`src/rtl/brush_pixel_painter.sv`:
```
// Brush painter: sweeps a (2R+1)^2 brush around the latched mouse centre into VRAM, one write per grant.
// Define BRUSH_CIRCLE_EN to skip points outside radius R and get a round brush.
module brush_pixel_painter #(
   parameter int COLUMNS      = 640,
   parameter int ROWS         = 400,
   parameter int ADDR_WIDTH   = $clog2(COLUMNS*ROWS),
   parameter int DATA_WIDTH   = 2,
   parameter int BRUSH_RADIUS = 2,
   parameter int NUM_TYPES    = 4
) (
   input  logic                        clk_i,
   input  logic                        reset_i,
   input  logic                        draw_en_i,
   input  logic                        cycle_type_i,
   input  logic [$clog2(COLUMNS)-1:0]  mouse_x_position_i,
   input  logic [$clog2(ROWS)-1:0]     mouse_y_position_i,
   input  logic                        wr_grant_i,
   output logic                        wr_en_o,
   output logic [ADDR_WIDTH-1:0]       wr_address_o,
   output logic [DATA_WIDTH-1:0]       wr_data_o,
   output logic                        busy_o,
   output logic                        done_o,
   output logic [DATA_WIDTH-1:0]       pixel_type_o
);

   localparam int XW = $clog2(COLUMNS);
   localparam int YW = $clog2(ROWS);
   localparam int OW = $clog2(BRUSH_RADIUS + 1) + 1;

   localparam logic signed [OW-1:0]   R_POS    = OW'(BRUSH_RADIUS);
   localparam logic signed [OW-1:0]   R_NEG    = -R_POS;
   localparam logic signed [OW-1:0]   OFS_ONE  = OW'(1);
   localparam logic signed [XW:0]     COLS_S   = (XW+1)'(COLUMNS);
   localparam logic signed [YW:0]     ROWS_S   = (YW+1)'(ROWS);
   localparam logic [DATA_WIDTH-1:0]  TYPE_MAX = DATA_WIDTH'(NUM_TYPES - 1);
   localparam logic [DATA_WIDTH-1:0]  TYPE_ONE = DATA_WIDTH'(1);

   typedef enum logic [1:0] {IDLE, SWEEP, DONE} state_e;

   state_e                  state_q, state_d;
   logic [XW-1:0]           cx_q, cx_d;
   logic [YW-1:0]           cy_q, cy_d;
   logic signed [OW-1:0]    dx_q, dx_d;
   logic signed [OW-1:0]    dy_q, dy_d;
   logic [DATA_WIDTH-1:0]   data_q, data_d;
   logic [DATA_WIDTH-1:0]   type_q, type_d;

   // Point under the cursor, one guard bit so negative offsets near the edge stay negative.
   logic signed [XW:0]      px;
   logic signed [YW:0]      py;
   logic                    in_bounds;
   logic                    outside_circle;
   logic                    write_point;
   logic                    advance;
   logic [ADDR_WIDTH-1:0]   addr;

   assign px = $signed({1'b0, cx_q}) + (XW+1)'(dx_q);
   assign py = $signed({1'b0, cy_q}) + (YW+1)'(dy_q);
   assign in_bounds = !px[XW] && (px < COLS_S) && !py[YW] && (py < ROWS_S);
   assign addr = ADDR_WIDTH'(py[YW-1:0]) * ADDR_WIDTH'(COLUMNS) + ADDR_WIDTH'(px[XW-1:0]);

`ifdef BRUSH_CIRCLE_EN
   assign outside_circle = (int'(dx_q) * int'(dx_q) + int'(dy_q) * int'(dy_q))
                           > BRUSH_RADIUS * BRUSH_RADIUS;
`else
   assign outside_circle = 1'b0;
`endif

   assign write_point = (state_q == SWEEP) && in_bounds && !outside_circle;
   assign advance     = (state_q == SWEEP) && (!write_point || wr_grant_i);

   assign wr_en_o      = write_point;
   assign wr_address_o = write_point ? addr : '0;
   assign wr_data_o    = write_point ? data_q : '0;
   assign busy_o       = (state_q != IDLE);
   assign done_o       = (state_q == DONE);
   assign pixel_type_o = type_q;

   always_comb begin
      type_d = type_q;
      if (cycle_type_i) begin
         type_d = (type_q == TYPE_MAX) ? '0 : type_q + TYPE_ONE;
      end
   end

   // NOTE: every next-state signal takes its hold value first, so no path through the case can infer a latch.
   always_comb begin
      state_d = state_q;
      cx_d    = cx_q;
      cy_d    = cy_q;
      dx_d    = dx_q;
      dy_d    = dy_q;
      data_d  = data_q;
      case (state_q)
         IDLE: begin
            if (draw_en_i) begin
               cx_d    = mouse_x_position_i;
               cy_d    = mouse_y_position_i;
               data_d  = type_q;
               dx_d    = R_NEG;
               dy_d    = R_NEG;
               state_d = SWEEP;
            end
         end
         SWEEP: begin
            if (advance) begin
               if (dx_q == R_POS) begin
                  dx_d = R_NEG;
                  if (dy_q == R_POS) begin
                     state_d = DONE;
                  end else begin
                     dy_d = dy_q + OFS_ONE;
                  end
               end else begin
                  dx_d = dx_q + OFS_ONE;
               end
            end
         end
         DONE:    state_d = IDLE;
         default: state_d = IDLE;
      endcase
   end

   // NOTE: non-blocking assignments here so every register samples the pre-edge values of the others.
   always_ff @(posedge clk_i or posedge reset_i) begin
      if (reset_i) begin
         state_q <= IDLE;
         cx_q    <= '0;
         cy_q    <= '0;
         dx_q    <= '0;
         dy_q    <= '0;
         data_q  <= '0;
         type_q  <= TYPE_ONE;
      end else begin
         state_q <= state_d;
         cx_q    <= cx_d;
         cy_q    <= cy_d;
         dx_q    <= dx_d;
         dy_q    <= dy_d;
         data_q  <= data_d;
         type_q  <= type_d;
      end
   end

endmodule

```
`config.mk`:
```
export PLATFORM = sky130hd
export DESIGN_NAME = brush_pixel_painter
export DESIGN_NICKNAME = d
export VERILOG_FILES = /design/src/rtl/brush_pixel_painter.sv
export SDC_FILE = /design/constraint.sdc
export NUM_CORES = 1
export LEC_CHECK = 0
export ABC_AREA = 1
export BUFFER_PORTS_ARGS = -buffer_cell sky130_fd_sc_hd__buf_2
export CAP_MARGIN = 20
export CORE_UTILIZATION = 40
export DETAILED_ROUTE_END_ITERATION = 12
export GPL_ROUTABILITY_DRIVEN = 0
export PLACE_DENSITY = 0.65
export SYNTH_ARGS = -nofsm -noshare
export SYNTH_HDL_FRONTEND = slang
export SYNTH_SLANG_ARGS = --single-unit
```
`constraint.sdc`:
```
create_clock -name clk_i -period 4.6 [get_ports clk_i]
set_clock_uncertainty 0.2 [all_clocks]
set_input_delay 1.38 -clock clk_i [delete_from_list [all_inputs] [get_ports clk_i]]
set_output_delay 1.38 -clock clk_i [all_outputs]
set_load 0.02 [all_outputs]
```
==> key figures <==
Floorplanning
  • FP Rows: 32
  • Die width: 92.9 um
  • Full die area: 8630 um2
  • Top Ports: 49
  • Die height: 92.9 um
  • Core Region: 7850 um2
  • Initial Util: 42.1%

Synth
  • Post-synth top cells: nand2_1, inv_1, nor2_1, ha_1, dfrtp_1
  • Area leader, netlist: dfrtp_1
  • Cells after Synth: 462
  • Multiplexer share of the synthesized area: 5.80%
  • Ys Warns: 0
  • Seq cells post-synth: 31
  • Seq/Total Area, Yosys: 23.5%
  • Synthesized cell area: 3300 um2
  • Avg Cell Area, Syn: 7.15 um2
  • Synth top area share: 22.7%
  • Most frequent cell after synthesis: nand2_1
  • EDFF count, synth: 0
  • Async set-reset flop share out of synthesis: 100%
  • Post-synthesis simple-gate area fraction: 34.3%
  • Adder-Cell Fraction of Synth Area: 16.1%
  • Main synth FF type: dfrtp_1
  • Unique cell type count in the Yosys netlist: 37
  • Synth Area in XOR/XNOR: 4.73%
  • Top area cells in the synthesized netlist: dfrtp_1, nand2_1, ha_1
  • Post-synthesis compound-gate area fraction: 6.06%
  • Post-synthesis net count: 526
  • Largest family of logic cells by synthesized area: simple AND/OR/NAND/NOR gates

Setup path
  • Crit path largest cell delay: 0.42 ns
  • Crit start category: flop
  • CP top delay family: adder cells
  • Setup CP Type: flop to output port
  • Reg2Reg Setup Slack: 1.99 ns
  • Worst R2R End: state_q[0]
  • Crit path max-delay cell type: dfrtp_1
  • Cell chain of the critical path: ha_4 -> inv_2 -> fa_2 -> inv_2 -> nand3_2 -> nand2_4 -> xnor2_4 -> buf_6 -> xor2_1 -> ha_1 -> nand2_2 -> inv_2 -> nand4_1 -> o211ai_1 -> xor2_1 -> buf_4 -> nor2_4 -> xnor2_2 -> nor2_2 -> buf_6
  • CP endpoint kind: output port
  • Req. time, crit path: 3.02 ns
  • Worst r2r path cells: 15
  • Reg2Reg Launch Point: dy_q[2]
  • Buf/Inv on CP: 6
  • WP data arrival: 3.43 ns
  • Most used cell, CP: inv_2
  • Worst-path fanout max: 4

Status
  • Failing checks: negative setup slack
  • Status: finished with violations

STA
  • Final period utilization: 109%
  • Tightest Pin Transition: 1.05 ns
  • Final min period: 5.01 ns
  • Slew headroom: 30.1%
  • Final setup margin: -0.408 ns
  • Unrepaired setup endpoints after global routing: true
  • Hold Fails Final Rpt: 0
  • Top achievable clock speed: 200 MHz
  • Slew Limit Fails: 0
  • # setup viols final: 6

Placed design
  • Port bufs: 48
  • Placed cells: 671
  • DP HPWL: 6060 um

Cells and area
  • Post-layout util: 62.2%
  • Area of the multi-input gates: 2700 um2
  • Area delta synth->final: 47.9%
  • Filler cells: 695
  • Non-filler instance count after layout: 691
  • # diodes: 0
  • Register area: 779 um2
  • Final nets: 652
  • Share of cells above drive strength 1: 47.7%

Job
  • Max cap viols: 0

Clock network
  • CTS sink cnt: 31
  • Clock H-tree levels: 2
  • CTS Buffer Depth: 2
  • Clock root cell: clkbuf_8
  • Worst-path clk slew: 0.07 ns
  • CTS tree: built
  • CTS buffer count: 5
  • Skew-Pair Late Insertion Delay: 0.29 ns

Detailed routing
  • Via count: 3342
  • DR DRC count: 0
  • Avg WL per Cell: 11.8 um
  • Routed WL: 8180 um
  • Post-route ant nets: 0
  • Initial DRC count: 82
  • Vias per inst: 4.84
  • DRT Pass-1 Iters: 4

Worst hold path
  • Hold Path Sink: data_q[0]
  • Hold Crit Depth: 2
  • Worst Hold Class: flop to flop
  • Worst hold path startpoint: data_q[0]

Global route
  • Initial antenna violation count: 0
  • Tot GR Track Use: 18.5%
  • Congestion Overflow GR: 0
  • First-pass GRT wire length: 13100 um
  • Largest net degree at the start of global routing: 28
  • Vias in the first global route: 3128
-- worst max-delay path by stage --
| stage | endpoint | depth (start not counted) | from |
|---|---|---|---|
| global placement | wr_address_o[16] | 20 | cy_q[0] |
| floorplan | wr_address_o[17] | 17 | dy_q[0] |
| finish | wr_address_o[16] | 20 | dy_q[0] |
| CTS | wr_address_o[17] | 21 | cy_q[0] |
| global route | wr_address_o[16] | 22 | dy_q[2] |
| detailed placement | wr_address_o[16] | 20 | dy_q[0] |
-- through the flow --
stage	setup slack, ns	hold WS [ns]	setup TNS (ns)	area [um2]
after floorplan	-0.0180	0.253	-0.0228	3400
after global placement	-0.135	0.265	-0.252	4210
after detailed placement	-0.211	0.277	-0.445	4210
after CTS	-0.451	0.295	-1.62	4510
after global routing	-0.623	0.333	-2.79	4880
final	-0.408	0.290	-1.46	4880
-- sequential cells by signal, summed over array words and instances, names as in the netlist --
register,cells
pixel_type_o,2
state_q,2
data_q,2
cy_q,9
dx_q,3
dy_q,3
cx_q,10
-- cell usage in the layout (no fill, tap or decap), drive strengths merged --
master  count
nand4      13
dfstp       1
a21oi      21
xor2        8
nor2       61
mux2       17
o21ai      10
dfrtp      30
and2        1
or2         4
nand2     135
o21bai      1
bufinv      1
clkbuf      5
nand3b      3
fa          4
buf       122
nor3        1
o211ai      1
ha         36
a21o        1
inv        77
nand3      25
xnor2       9
clkinv      2
-- tightest hold or removal path, cell delays in order, from the launching register on --
cell and delay, ns:
dfrtp_1 0.35, nand2_1 0.05, o21ai_0 0.05
-- layer usage --
metal	track usage (%)	vias to the layer above	routed length, um
li1	-	1713	-
met1	22.6	1537	3570
met2	33.5	79	4220
met3	2.13	13	282
met4	6.03	0	114
met5	0	-	0
-- timing repair --
| action | 4_1_cts | 5_1_grt |
|---|---|---|
| pin swaps | 24 | 38 |
| setup buffers | 6 | 10 |
| hold buffers | 0 | 0 |
| endpoints found under the setup margin | 7 | 14 |
| gates resized for setup | 33 | 81 |
-- final cells by class --
| type | instances | share of cell area, % |
|---|---|---|
| Clock buffer | 5 | 1.41 |
| Clock inverter | 3 | 0.897 |
| Sequential cell | 31 | 16.0 |
| Tap cell | 102 | 2.61 |
| Inverter | 77 | 6.02 |
| Multi-Input combinational cell | 351 | 55.3 |
| Timing Repair Buffer | 122 | 17.9 |
-- kinds of logic (layout without fill, tap and decap cells) --
kind of cell | after synthesis | after routing
AOI/OAI and AO/OA | 34 | 34
xor gates and xnor gates | 17 | 17
adders and majority gates | 40 | 40
buffers and inverters | 80 | 207
DFF | 31 | 31
muxes | 17 | 17
and+or+nand+nor | 243 | 243
Power is left out: the tool's default activity adds up to more than one toggle a clock period on the data nets, which glitch-free logic cannot reach.
